--- src/rtl/m_wb_uart.sv ---
// Wishbone classic slave UART: 8N1 transmitter with a one-byte holding register,
// receiver with a one-byte buffer and overrun flag, fixed CLKDIV clocks per bit.
module m_wb_uart #(
    parameter int unsigned CLKDIV = 104,
    parameter int unsigned RXSYNC = 2
) (
    input  logic       CLK_I,
    input  logic       RST_I,
    input  logic       CYC_I,
    input  logic       STB_I,
    input  logic       WE_I,
    input  logic       ADR_I,
    input  logic [7:0] DAT_I,
    output logic [7:0] DAT_O,
    output logic       ACK_O,
    output logic       TXD,
    input  logic       RXD,
    output logic       irq
);

    localparam logic [15:0] BitLast  = 16'(CLKDIV - 1);
    localparam logic [15:0] HalfLast = 16'(CLKDIV / 2 - 1);

    typedef enum logic [1:0] {StIdle, StStart, StData, StStop} state_e;

    // Bus interface
    logic       ack_q;
    logic [7:0] dat_q, dat_d;
    logic       access, wr_data, wr_stat, rd_data;
    logic [7:0] status;

    // Transmitter
    state_e      tx_state_q, tx_state_d;
    logic [15:0] tx_cnt_q, tx_cnt_d;
    logic [2:0]  tx_bit_q, tx_bit_d;
    logic [7:0]  tx_sh_q, tx_sh_d;
    logic [7:0]  txhold_q, txhold_d;
    logic        txfull_q, txfull_d;
    logic        txd_q, txd_d;
    logic        tx_load, txbusy;

    // Receiver
    logic [RXSYNC-1:0] rx_sync_q;
    logic              rxd_s, rx_prev_q;
    state_e            rx_state_q, rx_state_d;
    logic [15:0]       rx_cnt_q, rx_cnt_d;
    logic [2:0]        rx_bit_q, rx_bit_d;
    logic [7:0]        rx_sh_q, rx_sh_d;
    logic              rx_good;
    logic [7:0]        rxbuf_q, rxbuf_d;
    logic              rxvalid_q, rxvalid_d;
    logic              overrun_q, overrun_d;

    // Side effects happen only on the edge that raises ACK_O.
    assign access  = CYC_I & STB_I & ~ack_q;
    assign wr_data = access & WE_I & ~ADR_I;
    assign wr_stat = access & WE_I & ADR_I;
    assign rd_data = access & ~WE_I & ~ADR_I;

    assign txbusy = (tx_state_q != StIdle) | txfull_q;
    assign status = {4'b0000, txbusy, overrun_q, rxvalid_q, ~txfull_q};

    assign DAT_O = dat_q;
    assign ACK_O = ack_q;
    assign TXD   = txd_q;
    assign irq   = rxvalid_q | overrun_q;
    assign rxd_s = rx_sync_q[RXSYNC-1];

    always_comb begin
        dat_d = 8'h00;
        if (access && !WE_I) begin
            dat_d = ADR_I ? status : rxbuf_q;
        end
    end

    always_comb begin
        tx_state_d = tx_state_q;
        tx_cnt_d   = tx_cnt_q;
        tx_bit_d   = tx_bit_q;
        tx_sh_d    = tx_sh_q;
        txd_d      = txd_q;
        txhold_d   = txhold_q;
        txfull_d   = txfull_q;
        tx_load    = 1'b0;
        if (wr_data && !txfull_q) begin
            txhold_d = DAT_I;
            txfull_d = 1'b1;
        end
        unique case (tx_state_q)
            StIdle:  tx_load = txfull_q;
            StStart: begin
                if (tx_cnt_q == '0) begin
                    tx_state_d = StData;
                    tx_cnt_d   = BitLast;
                    tx_bit_d   = 3'd0;
                    txd_d      = tx_sh_q[0];
                    tx_sh_d    = tx_sh_q >> 1;
                end else begin
                    tx_cnt_d = tx_cnt_q - 16'd1;
                end
            end
            StData: begin
                if (tx_cnt_q == '0) begin
                    tx_cnt_d = BitLast;
                    if (tx_bit_q == 3'd7) begin
                        tx_state_d = StStop;
                        txd_d      = 1'b1;
                    end else begin
                        tx_bit_d = tx_bit_q + 3'd1;
                        txd_d    = tx_sh_q[0];
                        tx_sh_d  = tx_sh_q >> 1;
                    end
                end else begin
                    tx_cnt_d = tx_cnt_q - 16'd1;
                end
            end
            StStop: begin
                if (tx_cnt_q == '0) begin
                    // A waiting byte starts straight away: no idle bit between frames.
                    tx_load    = txfull_q;
                    tx_state_d = StIdle;
                end else begin
                    tx_cnt_d = tx_cnt_q - 16'd1;
                end
            end
            default: tx_state_d = StIdle;
        endcase
        if (tx_load) begin
            tx_sh_d    = txhold_q;
            txfull_d   = 1'b0;
            tx_state_d = StStart;
            tx_cnt_d   = BitLast;
            txd_d      = 1'b0;
        end
    end

    always_comb begin
        rx_state_d = rx_state_q;
        rx_cnt_d   = rx_cnt_q;
        rx_bit_d   = rx_bit_q;
        rx_sh_d    = rx_sh_q;
        rx_good    = 1'b0;
        unique case (rx_state_q)
            StIdle: begin
                if (rx_prev_q && !rxd_s) begin
                    rx_state_d = StStart;
                    rx_cnt_d   = HalfLast;
                end
            end
            StStart: begin
                if (rx_cnt_q == '0) begin
                    if (rxd_s) begin
                        rx_state_d = StIdle;
                    end else begin
                        rx_state_d = StData;
                        rx_cnt_d   = BitLast;
                        rx_bit_d   = 3'd0;
                    end
                end else begin
                    rx_cnt_d = rx_cnt_q - 16'd1;
                end
            end
            StData: begin
                if (rx_cnt_q == '0) begin
                    rx_sh_d  = {rxd_s, rx_sh_q[7:1]};
                    rx_cnt_d = BitLast;
                    if (rx_bit_q == 3'd7) begin
                        rx_state_d = StStop;
                    end else begin
                        rx_bit_d = rx_bit_q + 3'd1;
                    end
                end else begin
                    rx_cnt_d = rx_cnt_q - 16'd1;
                end
            end
            StStop: begin
                if (rx_cnt_q == '0) begin
                    rx_good    = rxd_s;
                    rx_state_d = StIdle;
                end else begin
                    rx_cnt_d = rx_cnt_q - 16'd1;
                end
            end
            default: rx_state_d = StIdle;
        endcase
    end

    // A DATA read in the same edge as a new frame frees the buffer, so no overrun;
    // a new overrun beats a simultaneous clear.
    always_comb begin
        rxbuf_d   = rxbuf_q;
        rxvalid_d = rxvalid_q;
        overrun_d = overrun_q;
        if (rd_data) begin
            rxvalid_d = 1'b0;
        end
        if (wr_stat && DAT_I[2]) begin
            overrun_d = 1'b0;
        end
        if (rx_good) begin
            if (rxvalid_q && !rd_data) begin
                overrun_d = 1'b1;
            end else begin
                rxbuf_d   = rx_sh_q;
                rxvalid_d = 1'b1;
            end
        end
    end

    always_ff @(posedge CLK_I or negedge RST_I) begin
        if (!RST_I) begin
            ack_q      <= 1'b0;
            dat_q      <= 8'h00;
            tx_state_q <= StIdle;
            tx_cnt_q   <= '0;
            tx_bit_q   <= '0;
            tx_sh_q    <= '0;
            txhold_q   <= '0;
            txfull_q   <= 1'b0;
            txd_q      <= 1'b1;
            rx_sync_q  <= '1;
            rx_prev_q  <= 1'b1;
            rx_state_q <= StIdle;
            rx_cnt_q   <= '0;
            rx_bit_q   <= '0;
            rx_sh_q    <= '0;
            rxbuf_q    <= '0;
            rxvalid_q  <= 1'b0;
            overrun_q  <= 1'b0;
        end else begin
            ack_q      <= access;
            dat_q      <= dat_d;
            tx_state_q <= tx_state_d;
            tx_cnt_q   <= tx_cnt_d;
            tx_bit_q   <= tx_bit_d;
            tx_sh_q    <= tx_sh_d;
            txhold_q   <= txhold_d;
            txfull_q   <= txfull_d;
            txd_q      <= txd_d;
            rx_sync_q  <= {rx_sync_q[RXSYNC-2:0], RXD};
            rx_prev_q  <= rxd_s;
            rx_state_q <= rx_state_d;
            rx_cnt_q   <= rx_cnt_d;
            rx_bit_q   <= rx_bit_d;
            rx_sh_q    <= rx_sh_d;
            rxbuf_q    <= rxbuf_d;
            rxvalid_q  <= rxvalid_d;
            overrun_q  <= overrun_d;
        end
    end

endmodule

--- config.mk ---
export PLATFORM = sky130hd
export DESIGN_NAME = m_wb_uart
export DESIGN_NICKNAME = d
export VERILOG_FILES = /design/src/rtl/m_wb_uart.sv
export SDC_FILE = /design/constraint.sdc
export NUM_CORES = 1
export LEC_CHECK = 0
export ABC_AREA = 1
export CORE_ASPECT_RATIO = 1.2
export CORE_MARGIN = 1.5
export CORE_UTILIZATION = 48
export DETAILED_ROUTE_END_ITERATION = 7
export PLACE_DENSITY = 0.66
export SLEW_MARGIN = 10
export SYNTH_ARGS = -nofsm -noshare
export SYNTH_HDL_FRONTEND = slang
export SYNTH_SLANG_ARGS = --single-unit
--- constraint.sdc ---
create_clock -name CLK_I -period 2.2 [get_ports CLK_I]
set_input_delay 0.44 -clock CLK_I [delete_from_list [all_inputs] [get_ports CLK_I]]
set_output_delay 0.44 -clock CLK_I [all_outputs]
set_load 0.05 [all_outputs]
==> reports/summary.txt <==
Mapped Cells: 641
share of the yosys chip area belonging to registers: 0.4544
drt via density: 5.006
WL/cell: 12.34 um
Sequential Power Share: 0.378
Post-Place Cells: 786
Compound-Gate Fraction of Synth Area: 0.07330
Net Sw Frac: 0.3538
clock latency on the worst-skew pair: 340 ps
simple-gate share of the synthesized area: 0.3222
combinational family with the most area after synthesis: simple AND/OR/NAND/NOR gates
crit path launch: TXD
Num CTS Buffers: 9
starting density of the core: 0.4938
critical-path maximum fanout: 2
Fin Hold WS: 19.12 ps
Psw: 1.890 mW
Setup Slack @ Placement: 168.3 ps
Sink Count: 90
Worst Hold Class: in -> async
Worst R2R End: tx_cnt_q[3]
Period Utilization, post-route: 0.9561
power density over the cells: 938.4 nW/um^2
EDFF count, synth: 0
Final Hold Fails: 0
DIE WIDTH: 95.87 um
crit start category: flip-flop
CP top delay family: buffers and inverters
CORE AREA: 10060 sq um
Slew @ Worst Pin: 511.8 ps
layout cell share with drive strength beyond 1: 0.09911
asr flop ratio synth: 1.000
Design Area, Final: 5692 sq um
longest individual stage delay on the worst path: 800 ps
Post-Synth Adder-Cell Area: 0.03778
syn_nets: 671
CTS max path bufs: 2
Std-Cell Rows: 40
utilization after layout: 0.5658
diode count: 0
Port Buffer Count: 25
Remaining DRCs: 0
final wirelength: 9898 um
antenna violations before repair: 0
NumNets Final: 701
initial DRC count: 156
first-pass GRT wire length: 17010 um
Die Y: 114.4 um
CTS tree: yes
Setup CP Type: reg -> out
CP Capture Type: output port
count leader, synth: nand2_1
MaxCap Viol Count: 0
Root Buffer: clkbuf_16
Yosys top cell area share: 0.4332
gr usage total: 0.1998
Main synth FF type: dfrtp_1
R2R Setup Slk: 220 ps
Clk network pwr share: 0.313
Synth warnings: 0
final setup fails: 0
htree depth: 3
status: finished, final reports clean
relative slew slack: 0.6578
Critical Path RT: 1760 ps
routability cong.: 0.8494
First-pass DRT Iterations: 4
final instance count without filler cells: 802
final worst setup slack: 96.47 ps
Comb pwr share: 0.309
cells on worst reg2reg path: 11
Final min period: 2104 ps
Routed Antenna Nets: 0
grt total ovfl: 0
Synth Area per Inst: 7.749 sq um
reg2reg start: tx_cnt_q[0]
die area: 10970 sq um
FF+latch count, synth: 90
top cells by area, synth: dfrtp_1 (43%), nand2_1 (16%), nand3_1 (5.9%)
Max Freq: 475.4 MHz
peak supply drop: 742.0 uV
HPWL Detailed: 7083 um
RSZ-0062 raised after global routing: false
post-synthesis cell area: 4967 sq um
Setup Buffers After CTS: 0
total placed instance area: 5359 sq um
largest net degree at the start of global routing: 42
internal power: 3.452 mW
Synth cell types: 38
Boundary Pins: 26
xor/xnor cell area share of the yosys netlist: 0.02292
cell taking the most area after synthesis: dfrtp_1
number of global-route vias before repair: 3831
CP Cell Sequence: clkdlybuf4s50_1
Bufs and invs on worst path: 1
Synth top cells by count: nand2_1 (216), dfrtp_1 (86), inv_1 (69)
Final Max Slew Viols: 0
Sum Neg Setup Slack: 0 ps
Reg clk slew, reported paths: 70 ps
leakage: 2.917 nW
Area Growth Syn to Fin: 14.58%
Arr. time, crit path: 1660 ps
fill cell count: 909
routed vias: 4015
Final Total Pwr: 5.341 mW
multiplexer area fraction after synthesis: 0.01587
slowest CP cell: clkdlybuf4s50_1
clk_skew: 9.311 ps
cells by family (layout without fill, tap and decap cells):
| family | after synthesis | count (layout) |
|---|---|---|
| fa+ha+maj | 15 | 15 |
| mux | 7 | 7 |
| buf+inv | 88 | 123 |
| simple gates | 362 | 362 |
| flops | 90 | 90 |
| xor+xnor | 13 | 13 |
| compound gates | 66 | 66 |
how the worst max path moves through the flow:
stage	end	cells past startpoint
floorplan	rxbuf_q[5]	7
global placement	rxbuf_q[4]	8
detailed placement	tx_state_q[0]	10
CTS	TXD	1
global route	TXD	1
finish	TXD	1
state kept, by name (all words and copies together) (netlist names), named ones only:
register	cells
rx_cnt_q	16
ACK_O	1
tx_bit_q	3
rxbuf_q	8
TXD	1
tx_cnt_q	16
overrun_q	1
tx_sh_q	8
rx_sh_q	8
txhold_q	8
rx_state_q	1
rx_sync_q	2
rx_prev_q	1
txfull_q	1
rx_bit_q	3
rxvalid_q	1
DAT_O	8
tx_state_q	2
per-layer routing:
layer | global-route usage | vias to the layer above | part of all wire
met5 | 0 | - | 0
met2 | 0.3437 | 51 | 0.50
met4 | 0.07647 | 0 | 0.014
li1 | - | 2100 | -
met1 | 0.2432 | 1852 | 0.46
met3 | 0.03984 | 12 | 0.026
layout by cell type (no fill, tap or decap), drive strengths merged, types with 3 or more instances in the layout:
cell type and n:
dfstp 4, or2 3, nor2 61, mux2 7, clkinv 4, o211ai 3, dfrtp 86, buf 9
nor3 3, ha 15, inv 71, clkdlybuf4s50 23, clkbuf 11, o21ai 38, nand3 62, nand4 10
a21oi 20, xor2 10, xnor2 3, nand2 223
final cells by class:
| type | count | area [sq um] | area share |
|---|---|---|---|
| Inverter | 74 | 282.8 | 0.04968 |
| Clock inverter | 5 | 85.08 | 0.01495 |
| Multi-Input combinational cell | 463 | 2347 | 0.4124 |
| Sequential cell | 90 | 2257 | 0.3966 |
| Clock buffer | 11 | 242.7 | 0.04265 |
| Tap cell | 126 | 157.7 | 0.02770 |
| Timing Repair Buffer | 33 | 319.1 | 0.05606 |
power by group through the flow:
stage / Clock, mW / Sequential [mW] / Combinational, mW
5_1_grt: 1.80 / 2.05 / 1.90
3_3_place_gp: 0 / 2.04 / 1.62
2_1_floorplan: 0 / 2.01 / 1.28
3_5_place_dp: 0 / 2.05 / 1.65
6_report: 1.67 / 2.02 / 1.65
4_1_cts: 1.73 / 2.02 / 1.66
timing repair:
action | 4_1_cts | 5_1_grt
endpoints found under the setup margin | 1 | 2
hold buffers | 0 | 0
resized for setup | 1 | 2
(Power assumes the default switching activity.)
